### config.mk
export PLATFORM = sky130hd
export DESIGN_NAME = aes_key_schedule
export DESIGN_NICKNAME = d
export VERILOG_FILES = /design/src/rtl/aes_pkg.sv /design/src/rtl/aes_subword.sv /design/src/rtl/aes_key_schedule.sv
export SDC_FILE = /design/constraint.sdc
export NUM_CORES = 2
export LEC_CHECK = 0
export BUFFER_PORTS_ARGS = -buffer_cell sky130_fd_sc_hd__buf_4
export CORE_MARGIN = 10
export CORE_UTILIZATION = 45
export DETAILED_ROUTE_END_ITERATION = 10
export MAX_ROUTING_LAYER = met4
export PLACE_DENSITY = 0.65
export SLEW_MARGIN = 20
export SYNTH_ARGS = -nofsm -noshare
export SYNTH_HDL_FRONTEND = slang
export SYNTH_HIERARCHICAL = 1
export SYNTH_SLANG_ARGS = --single-unit
### constraint.sdc
create_clock -name clk -period 5.2 [get_ports clk]
set_input_delay 1.04 -clock clk [delete_from_list [all_inputs] [get_ports clk]]
set_output_delay 1.04 -clock clk [all_outputs]
set_load 0.005 [all_outputs]
### src/rtl/aes_pkg.sv
// ----------------------------------------------------------------------------
// aes_pkg
//   Shared types and helpers for the AES key expansion engine:
//     word_t     - 32-bit key-schedule word
//     state_t    - key schedule FSM states (IDLE, STREAM, DRAIN)
//     SBOX/sbox  - AES forward S-box table and lookup
//     xtime      - multiply-by-x in GF(2^8), used to advance rcon
//     key_nk/nr/nw - Nk, Nr and NW derived from the key size in bits
// ----------------------------------------------------------------------------
package aes_pkg;

    typedef logic [31:0] word_t;

    typedef enum logic [1:0] {
        IDLE,
        STREAM,
        DRAIN
    } state_t;

    // Largest key (256 bits) is 8 words; the window is sized for it.
    localparam int MAX_NK = 8;

    // Index 0 is the leftmost entry, so SBOX[b] is the S-box output for byte b.
    localparam logic [0:255][7:0] SBOX = {
        8'h63, 8'h7c, 8'h77, 8'h7b, 8'hf2, 8'h6b, 8'h6f, 8'hc5, 8'h30, 8'h01, 8'h67, 8'h2b, 8'hfe, 8'hd7, 8'hab, 8'h76,
        8'hca, 8'h82, 8'hc9, 8'h7d, 8'hfa, 8'h59, 8'h47, 8'hf0, 8'had, 8'hd4, 8'ha2, 8'haf, 8'h9c, 8'ha4, 8'h72, 8'hc0,
        8'hb7, 8'hfd, 8'h93, 8'h26, 8'h36, 8'h3f, 8'hf7, 8'hcc, 8'h34, 8'ha5, 8'he5, 8'hf1, 8'h71, 8'hd8, 8'h31, 8'h15,
        8'h04, 8'hc7, 8'h23, 8'hc3, 8'h18, 8'h96, 8'h05, 8'h9a, 8'h07, 8'h12, 8'h80, 8'he2, 8'heb, 8'h27, 8'hb2, 8'h75,
        8'h09, 8'h83, 8'h2c, 8'h1a, 8'h1b, 8'h6e, 8'h5a, 8'ha0, 8'h52, 8'h3b, 8'hd6, 8'hb3, 8'h29, 8'he3, 8'h2f, 8'h84,
        8'h53, 8'hd1, 8'h00, 8'hed, 8'h20, 8'hfc, 8'hb1, 8'h5b, 8'h6a, 8'hcb, 8'hbe, 8'h39, 8'h4a, 8'h4c, 8'h58, 8'hcf,
        8'hd0, 8'hef, 8'haa, 8'hfb, 8'h43, 8'h4d, 8'h33, 8'h85, 8'h45, 8'hf9, 8'h02, 8'h7f, 8'h50, 8'h3c, 8'h9f, 8'ha8,
        8'h51, 8'ha3, 8'h40, 8'h8f, 8'h92, 8'h9d, 8'h38, 8'hf5, 8'hbc, 8'hb6, 8'hda, 8'h21, 8'h10, 8'hff, 8'hf3, 8'hd2,
        8'hcd, 8'h0c, 8'h13, 8'hec, 8'h5f, 8'h97, 8'h44, 8'h17, 8'hc4, 8'ha7, 8'h7e, 8'h3d, 8'h64, 8'h5d, 8'h19, 8'h73,
        8'h60, 8'h81, 8'h4f, 8'hdc, 8'h22, 8'h2a, 8'h90, 8'h88, 8'h46, 8'hee, 8'hb8, 8'h14, 8'hde, 8'h5e, 8'h0b, 8'hdb,
        8'he0, 8'h32, 8'h3a, 8'h0a, 8'h49, 8'h06, 8'h24, 8'h5c, 8'hc2, 8'hd3, 8'hac, 8'h62, 8'h91, 8'h95, 8'he4, 8'h79,
        8'he7, 8'hc8, 8'h37, 8'h6d, 8'h8d, 8'hd5, 8'h4e, 8'ha9, 8'h6c, 8'h56, 8'hf4, 8'hea, 8'h65, 8'h7a, 8'hae, 8'h08,
        8'hba, 8'h78, 8'h25, 8'h2e, 8'h1c, 8'ha6, 8'hb4, 8'hc6, 8'he8, 8'hdd, 8'h74, 8'h1f, 8'h4b, 8'hbd, 8'h8b, 8'h8a,
        8'h70, 8'h3e, 8'hb5, 8'h66, 8'h48, 8'h03, 8'hf6, 8'h0e, 8'h61, 8'h35, 8'h57, 8'hb9, 8'h86, 8'hc1, 8'h1d, 8'h9e,
        8'he1, 8'hf8, 8'h98, 8'h11, 8'h69, 8'hd9, 8'h8e, 8'h94, 8'h9b, 8'h1e, 8'h87, 8'he9, 8'hce, 8'h55, 8'h28, 8'hdf,
        8'h8c, 8'ha1, 8'h89, 8'h0d, 8'hbf, 8'he6, 8'h42, 8'h68, 8'h41, 8'h99, 8'h2d, 8'h0f, 8'hb0, 8'h54, 8'hbb, 8'h16
    };

    function automatic logic [7:0] sbox(input logic [7:0] b);
        return SBOX[b];
    endfunction

    function automatic logic [7:0] xtime(input logic [7:0] b);
        return {b[6:0], 1'b0} ^ (b[7] ? 8'h1b : 8'h00);
    endfunction

    function automatic int key_nk(input int key_bits);
        return key_bits / 32;
    endfunction

    function automatic int key_nr(input int key_bits);
        return key_nk(key_bits) + 6;
    endfunction

    function automatic int key_nw(input int key_bits);
        return 4 * (key_nr(key_bits) + 1);
    endfunction

endpackage

### src/rtl/aes_subword.sv
// ----------------------------------------------------------------------------
// aes_subword
//   Combinational SubWord: applies the AES S-box to each byte of a word.
//   Ports:
//     src - input word
//     sub - word with every byte substituted
// ----------------------------------------------------------------------------
module aes_subword
    import aes_pkg::*;
(
    input  logic [31:0] src,
    output logic [31:0] sub
);

    assign sub[31:24] = sbox(src[31:24]);
    assign sub[23:16] = sbox(src[23:16]);
    assign sub[15:8]  = sbox(src[15:8]);
    assign sub[7:0]   = sbox(src[7:0]);

endmodule

### src/rtl/aes_key_schedule.sv
// ----------------------------------------------------------------------------
// aes_key_schedule
//   Word-serial AES key expansion for 128/192/256-bit keys. Accepts a cipher
//   key on a valid/ready handshake, produces one expanded word per cycle and
//   streams the Nr+1 round keys in order, honouring output backpressure.
//   Ports:
//     clk, rst         - clock, asynchronous active-low reset
//     key_in[255:0]    - cipher key, MSB-aligned (key_in[255:224] = w[0])
//     key_valid/ready  - key handshake; key_ready is high only in IDLE
//     rk_data[127:0]   - round key {w[4k], w[4k+1], w[4k+2], w[4k+3]}
//     rk_idx[3:0]      - round index k
//     rk_valid/ready   - round key handshake
//     rk_last          - marks round key Nr
//     busy             - high whenever not IDLE
// ----------------------------------------------------------------------------
module aes_key_schedule
    import aes_pkg::*;
#(
    parameter int KEY_BITS = 256
) (
    input  logic         clk,
    input  logic         rst,
    input  logic [255:0] key_in,
    input  logic         key_valid,
    output logic         key_ready,
    output logic [127:0] rk_data,
    output logic [3:0]   rk_idx,
    output logic         rk_valid,
    input  logic         rk_ready,
    output logic         rk_last,
    output logic         busy
);

    localparam int         NK     = key_nk(KEY_BITS);
    localparam int         NW     = key_nw(KEY_BITS);
    localparam int         OLDEST = MAX_NK - NK;   // window slot holding w[i-Nk]
    localparam logic [5:0] NK_I   = 6'(NK);
    localparam logic [2:0] NK_M1  = 3'(NK - 1);
    localparam logic [5:0] LAST_I = 6'(NW - 1);

    generate
        if (KEY_BITS != 128 && KEY_BITS != 192 && KEY_BITS != 256) begin : g_bad_key_bits
            $fatal(1, "aes_key_schedule: KEY_BITS must be 128, 192 or 256");
        end
    endgenerate

    state_t     state, state_next;
    word_t      key_w [MAX_NK];
    word_t      win   [MAX_NK];  // win[MAX_NK-1] is the newest word w[i-1]
    word_t      asm_w [3];
    logic [5:0] i;
    logic [2:0] pos;             // i mod Nk, kept as a counter to avoid a divider
    logic [7:0] rcon;

    word_t prev, oldest, sub_src, sub_out, w_new;
    logic  group_end, stall, produce, load;

    assign prev      = win[MAX_NK-1];
    assign oldest    = win[OLDEST];
    assign group_end = (i[1:0] == 2'd3);
    // The 4th word of a group cannot be produced while the previous round
    // key is still waiting in the output register.
    assign stall     = group_end && rk_valid && !rk_ready;

    // One S-box bank serves both RotWord+SubWord and plain SubWord.
    assign sub_src = (pos == 3'd0) ? {prev[23:0], prev[31:24]} : prev;

    aes_subword u_subword (
        .src (sub_src),
        .sub (sub_out)
    );

    // NOTE: every output of a combinational block gets a default first so
    // that no path through the case leaves a variable unassigned (a latch).
    always_comb begin
        w_new = oldest ^ prev;
        if (i < NK_I) begin
            w_new = key_w[i[2:0]];
        end else if (pos == 3'd0) begin
            w_new = oldest ^ sub_out ^ {rcon, 24'h0};
        end else if (NK == 8 && pos == 3'd4) begin
            w_new = oldest ^ sub_out;
        end
    end

    always_comb begin
        state_next = state;
        key_ready  = 1'b0;
        busy       = 1'b1;
        load       = 1'b0;
        produce    = 1'b0;
        case (state)
            IDLE: begin
                key_ready = 1'b1;
                busy      = 1'b0;
                if (key_valid) begin
                    load       = 1'b1;
                    state_next = STREAM;
                end
            end
            STREAM: begin
                produce = !stall;
                if (produce && i == LAST_I) state_next = DRAIN;
            end
            DRAIN: begin
                if (rk_valid && rk_ready) state_next = IDLE;
            end
            default: state_next = IDLE;
        endcase
    end

    // NOTE: sequential state uses non-blocking assignments so every register
    // samples values from before the edge, independent of statement order.
    always_ff @(posedge clk or negedge rst) begin
        if (!rst) state <= IDLE;
        else      state <= state_next;
    end

    always_ff @(posedge clk or negedge rst) begin
        if (!rst) begin
            // NOTE: the key store, window and assembler are small register
            // arrays, so they are cleared with everything else; nothing stale
            // from an interrupted key can reach a later output.
            for (int j = 0; j < MAX_NK; j++) begin
                key_w[j] <= '0;
                win[j]   <= '0;
            end
            for (int j = 0; j < 3; j++) asm_w[j] <= '0;
            i        <= '0;
            pos      <= '0;
            rcon     <= '0;
            rk_data  <= '0;
            rk_idx   <= '0;
            rk_valid <= 1'b0;
            rk_last  <= 1'b0;
        end else begin
            if (load) begin
                for (int j = 0; j < MAX_NK; j++) key_w[j] <= key_in[255 - 32*j -: 32];
                i    <= '0;
                pos  <= '0;
                rcon <= 8'h01;
            end

            if (produce) begin
                i   <= i + 6'd1;
                pos <= (pos == NK_M1) ? 3'd0 : pos + 3'd1;
                for (int j = 0; j < MAX_NK - 1; j++) win[j] <= win[j+1];
                win[MAX_NK-1] <= w_new;
                if (i >= NK_I && pos == 3'd0) rcon <= xtime(rcon);
                case (i[1:0])
                    2'd0:    asm_w[0] <= w_new;
                    2'd1:    asm_w[1] <= w_new;
                    2'd2:    asm_w[2] <= w_new;
                    default: ;
                endcase
            end

            // A new transfer takes priority over clearing on acceptance, so
            // back-to-back round keys keep rk_valid high.
            if (produce && group_end) begin
                rk_data  <= {asm_w[0], asm_w[1], asm_w[2], w_new};
                rk_idx   <= i[5:2];
                rk_valid <= 1'b1;
                rk_last  <= (i == LAST_I);
            end else if (rk_valid && rk_ready) begin
                rk_valid <= 1'b0;
                rk_last  <= 1'b0;
            end
        end
    end

endmodule
==> impl_metrics.json <==
{
  "drive_gt1_share_pct": 19.4,
  "cp-start-kind": "flip-flop",
  "cts_max_path_buffers": 3,
  "synth_top_area_share_pct": 41.6,
  "synth-seq-cells": 761,
  "syn_avg_cell_area_um2": 8.43,
  "path_cells": "inv_1 -> ha_2 -> nor2b_4 -> buf_4 -> nand2_1 -> o21ai_2 -> inv_1 -> ha_1 -> and2_1 -> a21o_1 -> a2111oi_0 -> a221o_1 -> o31ai_1 -> and3_1 -> nand2_1 -> o221ai_1 -> xnor2_1 -> o21ai_1",
  "crit_fanout": 16,
  "grt_pass1_wl_um": 280000,
  "ys.flop_type": "dfrtp_1",
  "drt_iter0_drc": 5292,
  "detail-route-antenna-nets": 0,
  "grt_pass1_vias": 41975,
  "ys_warn_count": 6,
  "hold_viol": 0,
  "die-area_um2": 115000,
  "rsz0062_at_grt": "no",
  "finalCritPeriodShare_pct": 97.6,
  "yosysUniqueCellTypes": 103,
  "cts_setup_buffers": 0,
  "nets": 6028,
  "routed_wl_um": 188000,
  "antenna_found_initial": 4,
  "synth_common_cells": "nand2_1 (1943), dfrtp_1 (761), clkbuf_1 (247)",
  "fin_worst_skew_ps": 38.7,
  "yosys.area.top_type": "dfrtp_1",
  "cts_sinks": 761,
  "cp_top_family": "compound AO/OA/AOI/OAI gates",
  "cp.required_ps": 5740,
  "grt_use_total_pct": 32.5,
  "io-pin-count": 396,
  "die_w_um": 339,
  "synth_edf_count": 0,
  "nFillCells": 9548,
  "tns_ps": 0,
  "die_h_um": 339,
  "syn_area_um2": 45800,
  "slowest_delay_ps": 570,
  "floorplan.initialDensity_pct": 45.6,
  "cp-end-kind": "flip-flop",
  "crit_buf_inv": 3,
  "hp-class": "input pin to asynchronous set/reset pin",
  "area_growth_pct": 17.1,
  "tritoncts.num_buffers": 82,
  "synth_nets": 5765,
  "grt_max_degree": 140,
  "first_pass_iters": 6,
  "dp_hpwl_um": 137000,
  "routabilityCongestion": 1.05,
  "via_per_inst": 6.07,
  "root_buffer": "clkbuf_16",
  "relSlewSlack_pct": 19.8,
  "synth.most_common_cell": "nand2_1",
  "arrival_ps": 5620,
  "maxCapViolCount": 0,
  "avgRoutedWirePerCell_um": 26.5,
  "synthCells": 5438,
  "synth-async-reset-ratio_pct": 100,
  "num_rows": 116,
  "final_max_slew_viol_count": 0,
  "cts_tree": "built",
  "yosys-top-cells-area": "dfrtp_1 (42%), nand2_1 (16%), mux4_2 (4.8%)",
  "fin_crit_ps": 5070,
  "grt_overflow_total": 0,
  "htree_levels": 3,
  "cpMaxStageDelayCell": "xnor2_1",
  "core_area_um2": 101000,
  "run_status": "finished clean",
  "io_buffers": 395,
  "drcViolationCount": 0,
  "tightest_slew_ps": 1190,
  "yosysSeqAreaShare_pct": 41.6,
  "clk_latency_ps": 690,
  "via_count": 43221,
  "crit_type": "flip-flop to flip-flop",
  "setup_violations": 0,
  "path_clk_slew_ps": 60,
  "max_freq_mhz": 197
}
==> final cells by class <==
type                    count  area (um2)  share of cell area, %
clock buffers             113        2330                   4.34
clock inverters            31         448                  0.835
multi-input cells        4152       24600                   45.9
repair buffers            651        5310                   9.89
inverters                  53         199                  0.371
flip-flops and latches    761       19000                   35.5
well taps                1357        1700                   3.17
diodes                      4        10.0                 0.0187
==> flip-flops by register name, indices dropped and copies added (netlist names) <==
name,cells
asm_w,96
i,6
key_w,256
oldest,32
pos,3
prev,32
rcon,8
rk_data,128
rk_idx,4
rk_last,1
rk_valid,1
state,2
win,192
==> path summary, 6_finish.rpt <==
kind	start	endpoint	slack [ps]	cells after the start
worst max-delay path	pos[1]	asm_w[88]	130	18
worst min-delay path	rst	key_w[204]	390	1
worst max register to register	pos[1]	asm_w[88]	130	18
worst min register to register	asm_w[87]	rk_data[119]	450	2
max in group asynchronous	rst	asm_w[1]	3500	2
min in group clk	asm_w[87]	rk_data[119]	450	2
==> layout by cell type (no fill, tap or decap), drive strengths merged, types with 22 or more instances in the layout <==
cell type and instances:
a211oi 47, a21oi 192, a221oi 22, a22oi 46, a311oi 30, a31oi 53
and2 34, buf 651, clkbuf 113, clkinv 25, dfrtp 761, ha 67
inv 53, mux2 160, mux2i 105, mux4 97, nand2 1943, nand2b 80
nand3 79, nor2 177, nor2b 91, nor3 99, o211ai 49, o21ai 304
o221ai 29, o311ai 54, o31ai 26, or2 23, xor2 33
==> per-stage QoR <==
step	util [%]	setup slack (ps)	hold slack, ps	std cells	area, um2
after CTS	53.3	38.8	434	7118	53600
after detailed placement	50.5	56.6	447	6974	50800
after floorplan	-	200	433	5438	45800
final	53.3	127	393	7122	53600
after global placement	50.5	84.3	443	6974	50800
after global routing	53.3	0.333	455	7122	53600
==> cells by family after synthesis <==
group,synth area share (%)
flops,41.6
mux,11.1
xor+xnor,0.838
simple gates,24.3
buf+inv,5.21
compound gates,15.2
fa+ha+maj,1.83
==> per-layer routing <==
| layer | wire length [um] | global-route usage (%) | up-vias |
|---|---|---|---|
| met2 | 85800 | 49.5 | 2338 |
| met5 | 0 | - | - |
| li1 | - | - | 19285 |
| met3 | 15100 | 5.39 | 507 |
| met4 | 9380 | 13.9 | 0 |
| met1 | 78200 | 42.6 | 21091 |
==> timing repair <==
action                     in CTS  in global routing
gates resized for setup         0                  6
setup endpoints to repair       0                 28
hold buffers                    0                  0
Power is left out: the tool's default activity adds up to more than one toggle a clock period on the data nets, which glitch-free logic cannot reach.
